$ cat src/rtl/pc_sequencer.sv
// ---------------------------------------------------------------------------
// pc_sequencer
//   Program-counter sequencer with a single branch delay slot.
//   A redirect (branch/jump) seen in SEQ is latched as a pending target and the
//   sequential instruction after it (the delay slot) issues first. The target
//   then issues on the next non-stalled cycle.
//
// Ports
//   clk, reset       : single clock, synchronous active-high reset
//   stall_in         : freeze all state this cycle
//   branch_in        : conditional branch taken
//   jump_in          : unconditional jump (priority over branch_in)
//   jump_reg_in      : with jump_in, target comes from alu_result_in
//   alu_result_in    : register-jump target
//   imm_in           : branch offset (words, signed)
//   jindex_in        : jump index field
//   pc_out           : address of the executing instruction
//   link_addr_out    : pc_out + 8
//   in_slot_out      : current instruction is a delay slot
//   addr_err_out     : sticky misaligned register-jump target
//   instr_count_out  : count of non-stalled cycles since reset
// ---------------------------------------------------------------------------
module pc_sequencer #(
    parameter logic [31:0] RESET_PC = 32'h0040_0000
) (
    input  logic        clk,
    input  logic        reset,
    input  logic        stall_in,
    input  logic        branch_in,
    input  logic        jump_in,
    input  logic        jump_reg_in,
    input  logic [31:0] alu_result_in,
    input  logic [15:0] imm_in,
    input  logic [25:0] jindex_in,
    output logic [31:0] pc_out,
    output logic [31:0] link_addr_out,
    output logic        in_slot_out,
    output logic        addr_err_out,
    output logic [31:0] instr_count_out
);

    localparam logic [0:0] ST_SEQ  = 1'b0;
    localparam logic [0:0] ST_SLOT = 1'b1;

    logic [0:0]  state_q, state_d;
    logic [31:0] pc_q, pc_d;
    logic [31:0] tgt_q, tgt_d;
    logic        addr_err_q, addr_err_d;
    logic [31:0] instr_count_q, instr_count_d;

    logic [31:0] pc_plus4;
    logic [31:0] br_tgt;
    logic [31:0] j_tgt;
    logic [31:0] jr_tgt;
    logic [31:0] redir_tgt;
    logic        redir_req;
    logic        jr_misaligned;

    // Target candidates, all relative to the current pc; sums wrap mod 2^32.
    assign pc_plus4  = pc_q + 32'd4;
    assign br_tgt    = pc_plus4 + {{14{imm_in[15]}}, imm_in, 2'b00};
    assign j_tgt     = {pc_plus4[31:28], jindex_in, 2'b00};
    assign jr_tgt    = {alu_result_in[31:2], 2'b00};

    // jump_in wins over branch_in when both are asserted.
    assign redir_req = branch_in | jump_in;
    always_comb begin
        redir_tgt = br_tgt;
        if (jump_in) begin
            redir_tgt = jump_reg_in ? jr_tgt : j_tgt;
        end
    end

    assign jr_misaligned = jump_in & jump_reg_in & (alu_result_in[1:0] != 2'b00);

    always_comb begin
        state_d       = state_q;
        pc_d          = pc_q;
        tgt_d         = tgt_q;
        addr_err_d    = addr_err_q;
        instr_count_d = instr_count_q;
        if (!stall_in) begin
            instr_count_d = instr_count_q + 32'd1;
            case (state_q)
                ST_SEQ: begin
                    // The delay slot always issues next, redirect or not.
                    pc_d = pc_plus4;
                    if (redir_req) begin
                        tgt_d   = redir_tgt;
                        state_d = ST_SLOT;
                        if (jr_misaligned) begin
                            addr_err_d = 1'b1;
                        end
                    end
                end
                ST_SLOT: begin
                    // Redirect inputs are ignored while the slot executes.
                    pc_d    = tgt_q;
                    state_d = ST_SEQ;
                end
                default: begin
                    state_d = ST_SEQ;
                end
            endcase
        end
    end

    always_ff @(posedge clk) begin
        if (reset) begin
            state_q       <= ST_SEQ;
            pc_q          <= RESET_PC;
            tgt_q         <= 32'd0;
            addr_err_q    <= 1'b0;
            instr_count_q <= 32'd0;
        end else begin
            state_q       <= state_d;
            pc_q          <= pc_d;
            tgt_q         <= tgt_d;
            addr_err_q    <= addr_err_d;
            instr_count_q <= instr_count_d;
        end
    end

    assign pc_out          = pc_q;
    assign link_addr_out   = pc_q + 32'd8;
    assign in_slot_out     = (state_q == ST_SLOT);
    assign addr_err_out    = addr_err_q;
    assign instr_count_out = instr_count_q;

endmodule

$ cat config.mk
export PLATFORM = sky130hd
export DESIGN_NAME = pc_sequencer
export DESIGN_NICKNAME = d
export VERILOG_FILES = /design/src/rtl/pc_sequencer.sv
export SDC_FILE = /design/constraint.sdc
export NUM_CORES = 1
export LEC_CHECK = 0
export ABC_AREA = 0
export CAP_MARGIN = 20
export CORE_UTILIZATION = 30
export CTS_BUF_LIST = sky130_fd_sc_hd__clkbuf_4 sky130_fd_sc_hd__clkbuf_8 sky130_fd_sc_hd__clkbuf_16
export DETAILED_ROUTE_END_ITERATION = 8
export SYNTH_ARGS = -nofsm -noshare
export SYNTH_HDL_FRONTEND = slang
export SYNTH_SLANG_ARGS = --single-unit
$ cat constraint.sdc
create_clock -name clk -period 6.9 [get_ports clk]
set_input_delay 0.69 -clock clk [delete_from_list [all_inputs] [get_ports clk]]
set_output_delay 0.69 -clock clk [all_outputs]
set_load 0.02 [all_outputs]
# [After elaboration in Yosys (flattened, before gate mapping)]
# Cells that the tools add are included.
[op_classes] add_sub_neg=4 multipliers=0 div=0 order_cmp=0 eq_ne=0 shifts=0 mux=5 n_bitwise=5 n_reduce_logical=3
[op_table] operator="$mux 32" count=2
[op_table] operator="$pmux 32 s2" count=1
[op_table] operator="$add 32x1->32 const B" count=1
[op_table] operator="$add 32x3->32 const B" count=1
[op_table] operator="$add 32x32->32" count=1
[op_table] operator="$add 32x4->32 const B" count=1
[op_table] operator="$reduce_and 4->1" count=1
[op_table] operator="$reduce_and 3->1" count=1
[op_table] operator="$and 1x1->1" count=2
[op_table] operator="$not 1->1" count=2
[op_table] operator="$pmux 1 s2" count=1
[op_table] operator="$reduce_bool 2->1" count=1
[op_table] operator="$mux 1" count=1
[op_table] operator="$or 1x1->1" count=1
[totals] ff_bits=98 latchBits=0 ramBits=0 romBits=0 in_bits=80 out_inout_bits=98 word_cells=22 memories=0

# [Depth between registers and ports, before layout]
# Gate-level depths: netlist of run 1.
[depth] depth_word=3 ltp_mapped=17 ltp_nobuf=16

# [Worst setup path after synthesis of run 1]
# Ideal clock, no wire load.
[synth_path] kind="reg-to-reg" start="reg pc_q[3] (netlist: pc_out[3])" end="reg tgt_q[27]" setup_ns=0.103 arrival_ns=4.126 required_ns=6.797 slack_ns=2.670 path_stages_with_launch=18 path_cell_list="dfxtp_1 ha_1 clkbuf_1 nand4_1 or3_1 clkbuf_1 nor3_2 nand3_1 xnor2_1 ha_1 nand2_2 or4_1 or3_1 o2111ai_2 a221oi_2 o21bai_2 xnor2_1 a2111oi_2"
[synth_between] elab_chain_len=3
[synth_rtl] element="start, declared" line_no="46" rtl="logic [31:0] pc_q, pc_d;"
[synth_rtl] element="start signal, assigned" line_no="117" rtl="pc_q <= pc_d;"
[synth_rtl] element="$add 32x3->32" line_no="60" rtl="assign pc_plus4 = pc_q + 32'd4;"
[synth_rtl] element="$add 32x32->32" line_no="61" rtl="assign br_tgt = pc_plus4 + {{14{imm_in[15]}}, imm_in, 2'b00};"
[synth_rtl] element="$mux 32" line_no="69" rtl="if (jump_in) begin"
[synth_rtl] element="end signal, assigned" line_no="118" rtl="tgt_q <= tgt_d;"
[synth_rtl] element="end, declared" line_no="47" rtl="logic [31:0] tgt_q, tgt_d;"
# No other way between the ends.
# A chain may end at the register's enable or synchronous reset.

# [Final worst setup path of run 1]
[layout_path] start="reg pc_q[4] (netlist: pc_out[4])" end="reg tgt_q[27]"
# The elaborated chain is that of the path after synthesis.

==> qor.yml, run 1 <==
outcome:
  status: "completed"
logic_synthesis:
  syn_area_mm2: 0.00751
  synth.largest_area_cell: "dfxtp_1"
  async_flop_share_pct: 0
  ys_warn_count: 0
  synth_cells: 1009
  synth_seq_area_share_pct: 26.1
  yosys_most_used_dff: "dfxtp_1"
  syn-num-nets: 1128
  ys_types: 68
  synthTopCellsByArea: "dfxtp_1 (26%), a21oi_1 (6.7%), nor2_1 (6.5%), ha_1 (6.3%), xnor2_1 (5.9%)"
  netlist.area_leader.share_pct: 26.1
  syn_area_per_cell_um2: 7.45
  synth-seq-cells: 98
  synth-edff-count: 0
power:
  internal-power_mw: 1.10
  switching_share_pct: 27.8
  p_sw_mw: 0.425
  power_density_mw_per_mm2: 156
  leakage_nw: 3.76
  seq_power_share_pct: 40.1
  peakVddDrop_mv: 0.107
  clkPwrFrac_pct: 39.4
  p_comb_share_pct: 20.5
floorplan:
  die_area_mm2: 0.0257
  initial_core_util_pct: 30.7
  core_area_mm2: 0.0245
  die_y_um: 160
  pin_count: 178
  std_cell_rows: 57
  die_x_um: 160
route:
  first_pass_iters: 5
  wl_met2_um: 11500
  wl_per_cell_um: 16.6
  detail_route.vias_per_cell: 5.17
  antenna_left: 0
  dr_wl_met3_um: 1420
  vias: 7534
  drt-met1-wl_um: 10900
  drt-total-wl_um: 24100
  drt_iter0_markers: 473
  drcViolationCount: 0
  routed.top_layer: "met4"
sta:
  finalMaxSlewViolations: 0
  fmax_ghz: 0.214
  worst_pin_slew_ps: 1030
  min_period_ps: 4670
  slew_headroom_pct: 31.4
  tns_ps: 0
  finalClockSkew_ps: 9.12
  fin_crit_sh_pct: 67.7
  final_hold_viol_count: 0
  rsz0062_at_grt: "false"
  setup-violations-final: 0
cells_and_area:
  areaGrowthSynthToFinish_pct: 30.5
  layout-drive-gt1-share_pct: 4.59
  antennaDiodeCount: 0
  final_core_util_pct: 40.1
  fillCellCount: 2517
  fin_nets: 1248
worst_setup_path:
  crit_required_ps: 7150
  endpoint_kind: "flop"
  crit_type: "flop to flop"
  startpoint_type: "flop"
  crit_path_max_fanout: 9
  cp.arrival_ps: 4920
  r2r_slack_ps: 2230
global_routing:
  grt_pass1_vias: 7069
  grtUsageTotal_pct: 18.6
  grt_pass1_wl_um: 38000
  grt_antenna_before_repair: 0
  grt_overflow_total: 0
  grt_max_degree: 104
placement:
  dp_hpwl_um: 17900
  place_congestion: 0.887
  portBuffers: 177
run:
  cap_violations: 0
clock_network:
  insertion_delay_ps: 350
  cts_resized: 0
  cts-root-buf: "clkbuf_16"
  cts_buffer_depth: 2
  numCtsBuffers: 9
  clk_pin_slew_worst_paths_ps: 70
  cts_tree: "done"
  postCtsSetupBuffers: 0
  hold_buffers: 0
  clock-sinks: 98
  h-tree-depth: 3
min_path:
  hold_path_class: "flop to flop"
placed cells by master (no fill, tap or decap), types with 4 or more instances in the layout:
master / n
a211oi_1: 17
a21o_1: 19
a21oi_1: 101
a22oi_1: 4
and3_1: 12
and4_1: 5
buf_4: 7
clkbuf_16: 9
clkdlybuf4s50_1: 173
dfxtp_1: 97
ha_1: 38
inv_1: 11
mux2i_1: 38
nand2_1: 110
nand2b_1: 10
nand3_1: 38
nand3b_1: 6
nand4_1: 17
nor2_1: 131
nor2b_1: 13
nor3_1: 23
nor3b_1: 5
nor4_1: 6
o211ai_1: 24
o21a_1: 5
o21ai_0: 38
o21bai_1: 5
o31ai_1: 5
or3_1: 10
xnor2_1: 51
xor2_1: 48
synthesized netlist by cell type, drive strengths merged, types with 2 or more instances:
library cell / n
nor2: 132
nand2: 111
a21oi: 101
dfxtp: 98
clkbuf: 56
xnor2: 51
xor2: 48
nand3: 39
o21ai: 39
ha: 38
mux2i: 38
nor3: 25
o211ai: 24
a21o: 19
buf: 19
nand4: 18
a211oi: 17
nor2b: 13
and3: 12
inv: 11
nand2b: 11
or3: 11
nor4: 7
nand3b: 6
o21bai: 6
and4: 5
nor3b: 5
o21a: 5
o31ai: 5
a2111oi: 4
a22oi: 4
or2: 4
a31o: 3
mux2: 3
a21boi: 2
a221oi: 2
o2111ai: 2
or4: 2
stage by stage:
step	cell area [um^2]	worst slack, ps	power (mW)	hold slack [ps]	std cells
2_1_floorplan	7510	2670	0.811	431	1009
3_3_place_gp	9430	2470	0.935	440	1441
3_5_place_dp	9430	2320	0.936	445	1441
4_1_cts	9780	2270	1.54	454	1457
5_1_grt	9810	1780	1.60	465	1458
6_report	9810	2230	1.53	453	1458
state kept, by name (all words and copies together) (netlist names):
| name | flops |
|---|---|
| pc_out | 32 |
| tgt_q | 32 |
| addr_err_out | 1 |
| instr_count_out | 32 |
| in_slot_out | 1 |
logic make-up after synthesis:
| family | Yosys count | synth area share, % |
|---|---|---|
| DFF | 98 | 26.1 |
| xor gates and xnor gates | 99 | 11.5 |
| adders and majority gates | 39 | 6.59 |
| buffers and inverters | 87 | 4.63 |
| AOI/OAI and AO/OA | 243 | 20.3 |
| muxes | 41 | 5.51 |
| and+or+nand+nor | 402 | 25.3 |
worst max-delay path, cell delays in order (launching register included):
cell       delay (ps)
dfxtp_1           490
ha_1              380
nand4_1           240
or3_1             470
nor3_2            340
nand3_1           150
xnor2_1           210
ha_1              350
nand2_2            80
or4_1             540
or3_1             420
o2111ai_2         220
a221oi_2          110
o21bai_2          140
xnor2_1            90
a2111oi_2         350
power groups by stage:
stage / combinational [mW] / sequential (mW) / clock, mW
floorplan: 0.191 / 0.620 / 0
global placement: 0.309 / 0.626 / 0
detailed placement: 0.310 / 0.626 / 0
CTS: 0.312 / 0.613 / 0.620
global route: 0.341 / 0.616 / 0.642
finish: 0.313 / 0.613 / 0.603
layout make-up:
cell class	count	area, um^2	share of cell area, %
clock inverter	4	98.8	1.01
tap	324	405	4.13
clock buffer	12	254	2.59
multi-input combinational	824	5220	53.2
sequential	98	1960	20.0
timing repair buffer	184	1830	18.6
inverter	12	45.0	0.459
routing by layer:
layer | global-route usage [%] | vias to the layer above
met5 | 0 | -
met4 | 3.90 | 0
met3 | 3.97 | 16
met2 | 31.7 | 238
met1 | 23.8 | 3492
li1 | - | 3788
path summary, 6_finish.rpt:
kind	from	end	depth (start not counted)
setup / recovery	pc_out[4]	tgt_q[27]	15
hold reg to reg	tgt_q[0]	tgt_q[0]	2
hold / removal	tgt_q[0]	tgt_q[0]	2
setup reg to reg	pc_out[4]	tgt_q[27]	15
No activity file was read; power rests on OpenSTA's default activity.
==> run 2: changes to the inputs <==
Clock period 6.9 ns to 4.3 ns, I/O delays scaled along.
==> run 2 against run 1 <==
- combinational power grew 65%
- global-route usage grew 0.36 points
- maximum frequency grew 15%
- largest cell class unchanged
- sequential share of layout area shrank 0.50 points
- sequential power grew 60%
==> qor.yml, run 2 (synthesized netlist as in run 1, its figures left out) <==
outcome:
  status: "completed"
clock_network:
  cts_tree: "done"
  insertion_delay_ps: 360  # about the same
  h-tree-depth: 3  # unchanged
  cts_buffer_depth: 2  # unchanged
  clock-sinks: 98  # unchanged
  numCtsBuffers: 9  # unchanged
  clk_pin_slew_worst_paths_ps: 70  # about the same
  cts-root-buf: "clkbuf_16"
floorplan:
  std_cell_rows: 57  # unchanged
  die_y_um: 160  # unchanged
  initial_core_util_pct: 30.7  # unchanged
  pin_count: 178  # unchanged
  die_x_um: 160  # unchanged
  core_area_mm2: 0.0245  # unchanged
  die_area_mm2: 0.0257  # unchanged
global_routing:
  grt_antenna_before_repair: 0  # unchanged
  grt_pass1_wl_um: 38700  # +1.7%
  grt_pass1_vias: 7097  # +0.40%
  grt_max_degree: 68  # -35%
  grtUsageTotal_pct: 18.9  # +0.36 points
  grt_overflow_total: 0  # unchanged
worst_setup_path:
  reg2regPathDepth: 15  # unchanged
  cp.arrival_ps: 4310  # -610 ps
  slowest_delay_ps: 540  # about the same
  timing.rr.start: "pc_out[3]"
  r2r_slack_ps: 250  # -1980 ps
  cp_common_cell: "ha_1"
  crit_required_ps: 4560  # -2590 ps
  startpoint_type: "flop"
  reg2reg_to: "tgt_q[27]"
  crit_path_max_fanout: 6  # -3
  crit_type: "flop to flop"
  critical_path.cell_chain: "ha_1 -> nand4_1 -> or3_4 -> nor3_4 -> nand3_1 -> xnor2_2 -> ha_1 -> nand2_2 -> or4_1 -> or3_1 -> o2111ai_2 -> a221oi_2 -> o21bai_2 -> xnor2_1 -> a2111oi_2"
  endpoint_kind: "flop"
  crit_path_top_delay_cell: "or4_1"
cells_and_area:
  layout_common_cells: "clkdlybuf4s50_1 (173), nor2_1 (130), nand2_1 (110)"
  antennaDiodeCount: 0  # unchanged
  fin_nets: 1279  # +2.5%
  regArea_mm2: 0.00196  # about the same
  multi_input_area_mm2: 0.00526  # +0.77%
  areaGrowthSynthToFinish_pct: 33.9
  fillCellCount: 2502  # -0.60%
  layout-drive-gt1-share_pct: 7.64  # +3.1 points
  final_core_util_pct: 41.1  # +1.0 points
  mostFrequentLayoutCell: "clkdlybuf4s50_1"
power:
  leakage_nw: 3.94  # +4.8%
  power_density_mw_per_mm2: 245  # +57%
  peakVddDrop_mv: 0.146  # +37%
route:
  drt-total-wl_um: 24500  # +1.5%
  wl_per_cell_um: 16.5  # -0.61%
  detail_route.vias_per_cell: 5.19  # +0.36%
  vias: 7722  # +2.5%
  drt_iter0_markers: 531  # +12%
  first_pass_iters: 5  # unchanged
  antenna_left: 0  # unchanged
  drcViolationCount: 0  # unchanged
placement:
  place_congestion: 0.937  # +5.6%
  portBuffers: 177  # unchanged
  dp_hpwl_um: 18500  # +3.2%
sta:
  whs_ps: 452  # -0.857 ps
  finalMaxSlewViolations: 0  # unchanged
  worst_pin_slew_ps: 970  # -55.5 ps
  final_hold_viol_count: 0  # unchanged
  tns_ps: 0  # unchanged
  setup-violations-final: 0  # unchanged
  fin_crit_sh_pct: 94.2  # +27 points
  slew_headroom_pct: 35.3  # +4.0 points
  finalClockSkew_ps: 8.55  # -0.574 ps
  min_period_ps: 4050  # -618 ps
  fmax_ghz: 0.247  # +15%
run:
  cap_violations: 0  # unchanged
min_path:
  hold_path_class: "flop to flop"
  hold_end: "tgt_q[0]"
  worstHoldPathCells: 2  # unchanged
  min_from: "tgt_q[0]"
==> run 2: metrics by stage <==
stage | power (mW) | instances | area [um^2] | worst slack (ps)
finish | 2.47 | 1489 | 10100 | 248
global route | 2.58 | 1489 | 10100 | -5.66
CTS | 2.49 | 1483 | 9980 | 91.4
detailed placement | 1.52 | 1467 | 9620 | 122
global placement | 1.51 | 1467 | 9620 | 214
floorplan | 1.30 | 1009 | 7510 | 70.4
==> run 2: critical path, delay by kind of cell (launching register included) <==
kind / cells / cell delay (ps)
XOR/XNOR: 2 / 280
adder cells (fa/ha/maj): 2 / 530
flip-flops: 1 / 380
AO/OA/AOI/OAI: 4 / 810
AND/OR/NAND/NOR: 7 / 1970
==> run 2: power by group <==
| part | internal, mW | total [mW] | switching, mW | leakage (nW) |
|---|---|---|---|---|
| combinational | 0.234 | 0.515 | 0.281 | 2.97 |
| sequential | 0.943 | 0.982 | 0.0397 | 0.797 |
| clock | 0.596 | 0.973 | 0.377 | 0.174 |
==> run 2: area by class of cell <==
cell class / instances / share of cell area [%]
clock buffers: 11 / 2.45
clock inverters: 5 / 1.07
inverters: 12 / 0.448
multi-input cells: 824 / 52.2
flip-flops and latches: 98 / 19.5
well taps: 324 / 4.03
repair buffers: 215 / 20.3
==> run 2: how the worst max path moves through the flow <==
stage           endpoint  slack, ps      start  cells after the start
4_1_cts        tgt_q[27]         90  pc_out[3]                     15
2_1_floorplan  tgt_q[27]         70  pc_out[3]                     17
3_3_place_gp   tgt_q[27]        210  pc_out[3]                     15
3_5_place_dp   tgt_q[27]        120  pc_out[3]                     15
6_report       tgt_q[27]        250  pc_out[3]                     15
5_1_grt        tgt_q[28]         -6  pc_out[3]                     17
==> run 2: per-layer routing <==
metal  track usage, %  vias up  part of all wire [%]
li1                 -     3851                     -
met1             25.3     3609                    45
met2             31.1      231                    47
met3             2.68       31                   6.0
met4             6.10        0                   2.0
met5                0        -                     0
==> run 2: timing repair <==
item | 4_1_cts | 5_1_grt
endpoints found under the setup margin | 0 | 9
gates resized for setup | 0 | 9
hold buffers | 0 | 0
hold endpoints to repair | 0 | 0
buffers inserted | 0 | 6
==> run 3: changes to the inputs <==
Settings changed: ABC_AREA 0 to 1, CORE_MARGIN set to 8.
==> run 3 against run 2 <==
- synthesized cell count is 26% higher
- cell count is 19% higher
- area after synthesis is 3.9% higher
- count of clock-buffer cells in the layout is 2 lower
- combinational power hardly changed
- final area is 1.4% higher
- largest cell class unchanged
==> qor.yml, run 3 <==
power:
  power_density_mw_per_mm2: 232  # -5.4%
  peakVddDrop_mv: 0.257  # +76%
  leakage_nw: 4.33  # +10%
  power_mw: 2.37  # -4.1%
clock_network:
  insertion_delay_ps: 370  # about the same
  cts_tree: "done"
  clock-sinks: 98  # unchanged
  hold_buffers: 0  # unchanged
  cts_resized: 0  # unchanged
  numCtsBuffers: 9  # unchanged
  clk_pin_slew_worst_paths_ps: 80  # about the same
  cts_buffer_depth: 2  # unchanged
  h-tree-depth: 3  # unchanged
  cts-root-buf: "clkbuf_16"
  postCtsSetupBuffers: 0  # unchanged
logic_synthesis:
  yosys_most_used_dff: "dfxtp_1"
  netlist.area_leader.share_pct: 25.1  # -0.98 points
  yosysMostFrequentCell: "nand2_1"
  synthTopCellsByArea: "dfxtp_1 (25%), nand2_1 (18%), inv_1 (7.4%), ha_1 (6.1%), nor2_1 (6.1%)"
  synth_common_cells: "nand2_1 (367), inv_1 (153), nor2_1 (126)"
  synth-seq-cells: 98  # unchanged
  synth_seq_area_share_pct: 25.1  # -0.98 points
  synth_cells: 1270  # +26%
  syn_area_per_cell_um2: 6.15  # -17%
  ys_types: 46  # -32%
  syn_area_mm2: 0.00780  # +3.9%
  ys_warn_count: 0  # unchanged
  synth-edff-count: 0  # unchanged
  async_flop_share_pct: 0  # unchanged
  synth.largest_area_cell: "dfxtp_1"
  syn-num-nets: 1389  # +23%
run:
  cap_violations: 0  # unchanged
route:
  drcViolationCount: 0  # unchanged
  drt-total-wl_um: 32900  # +34%
  antenna_left: 0  # unchanged
  first_pass_iters: 5  # unchanged
  vias: 8899  # +15%
  wl_per_cell_um: 18.6  # +13%
  detail_route.vias_per_cell: 5.04  # -2.9%
  drt_iter0_markers: 868  # +63%
global_routing:
  grt_antenna_before_repair: 0  # unchanged
  grt_max_degree: 55  # -19%
  grt_pass1_vias: 8477  # +19%
  grt_pass1_wl_um: 49700  # +29%
  grtUsageTotal_pct: 20.6  # +1.7 points
  grt_overflow_total: 0  # unchanged
sta:
  finalMaxSlewViolations: 0  # unchanged
  whs_ps: 466  # +13.9 ps
  finalClockSkew_ps: 14.3  # +5.73 ps
  fmax_ghz: 0.263  # +6.7%
  min_period_ps: 3800  # -253 ps
  setup-violations-final: 0  # unchanged
  worst_pin_slew_ps: 1050  # +77.0 ps
  tns_ps: 0  # unchanged
  slew_headroom_pct: 30.1  # -5.2 points
  rsz0062_at_grt: "false"
  fin_crit_sh_pct: 88.3  # -5.9 points
  final_hold_viol_count: 0  # unchanged
min_path:
  min_from: "tgt_q[1]"
  hold_end: "tgt_q[1]"
  hold_path_class: "flop to flop"
  worstHoldPathCells: 2  # unchanged
worst_setup_path:
  endpoint_kind: "flop"
  timing.rr.start: "pc_out[4]"
  r2r_slack_ps: 500  # +250 ps
  crit_type: "flop to flop"
  startpoint_type: "flop"
  reg2reg_to: "tgt_q[12]"
  crit_path_max_fanout: 6  # unchanged
  cp.arrival_ps: 4040  # -270 ps
  crit_required_ps: 4540  # -20 ps
  reg2regPathDepth: 14  # -1
cells_and_area:
  layout-drive-gt1-share_pct: 4.75  # -2.9 points
  layout_common_cells: "nand2_1 (367), clkdlybuf4s50_1 (176), inv_1 (152)"
  fin_nets: 1546  # +21%
  antennaDiodeCount: 0  # unchanged
  mostFrequentLayoutCell: "nand2_1"
  fillCellCount: 2833  # +13%
  areaGrowthSynthToFinish_pct: 30.7
placement:
  portBuffers: 177  # unchanged
  dp_hpwl_um: 26000  # +40%
  place_congestion: 1.03  # +10%
floorplan:
  std_cell_rows: 59  # +3.5%
  die_x_um: 177  # +11%
  die_area_mm2: 0.0314  # +22%
  core_area_mm2: 0.0258  # +5.6%
  die_y_um: 177  # +11%
  initial_core_util_pct: 30.2  # -0.51 points
  pin_count: 178  # unchanged
outcome:
  status: "completed"
[run 3: cells by family (layout without fill, tap and decap cells)]
| family | count (synthesis) | after routing | share of synthesized area (%) |
|---|---|---|---|
| and+or+nand+nor | 653 | 653 | 35.9 |
| AOI/OAI and AO/OA | 222 | 222 | 16.0 |
| buffers and inverters | 199 | 361 | 9.91 |
| DFF | 98 | 98 | 25.1 |
| xor gates and xnor gates | 59 | 59 | 6.72 |
| adders and majority gates | 39 | 39 | 6.35 |
[run 3: worst max path at each step]
stage / slack, ps / from / end
after CTS: 600 / pc_out[4] / tgt_q[12]
after global placement: 640 / pc_out[4] / tgt_q[12]
after floorplan: 1290 / pc_out[4] / tgt_q[28]
after detailed placement: 630 / pc_out[4] / tgt_q[12]
final: 500 / pc_out[4] / tgt_q[12]
after global routing: 330 / pc_out[4] / tgt_q[12]
[run 3: critical path, stage by stage (launching register included)]
cell     delay, ps
dfxtp_1        430
ha_1           290
inv_1          130
nor2_8         180
nand2_2        110
nor2_1         230
xor2_1         280
ha_1           330
a21oi_1        270
nor2_1          70
nor2_1         390
nand3_1        410
or2_2          400
nand3_1         70
a31oi_1         80
[run 3: layer usage]
metal	up-vias	GRT usage, %	routed length [um]
met4	0	4.65	544
met5	-	0	0
li1	4461	-	-
met1	4074	27.8	14900
met3	33	3.53	2350
met2	331	33.7	15100
[run 3: cell type report]
type,count,area (um^2),share of cell area (%)
multi-input combinational,973,5070,49.7
sequential,98,1960,19.2
timing repair buffer,188,1850,18.1
inverter,157,589,5.78
tap,335,419,4.11
clock buffer,9,225,2.21
clock inverter,7,81.3,0.797
[run 3: stage by stage]
stage	instance area [um^2]	cells	setup WS (ps)	utilization (%)
2_1_floorplan	7800	1270	1290	-
3_3_place_gp	9890	1751	636	38.3
3_5_place_dp	9890	1751	628	38.3
4_1_cts	10200	1767	601	39.5
5_1_grt	10200	1767	325	39.5
6_report	10200	1767	501	39.5
[run 3: power by group]
group          internal, mW  switching [mW]  total [mW]
Clock                 0.418           0.452       0.870
Combinational         0.209           0.306       0.514
Sequential            0.944          0.0398       0.984
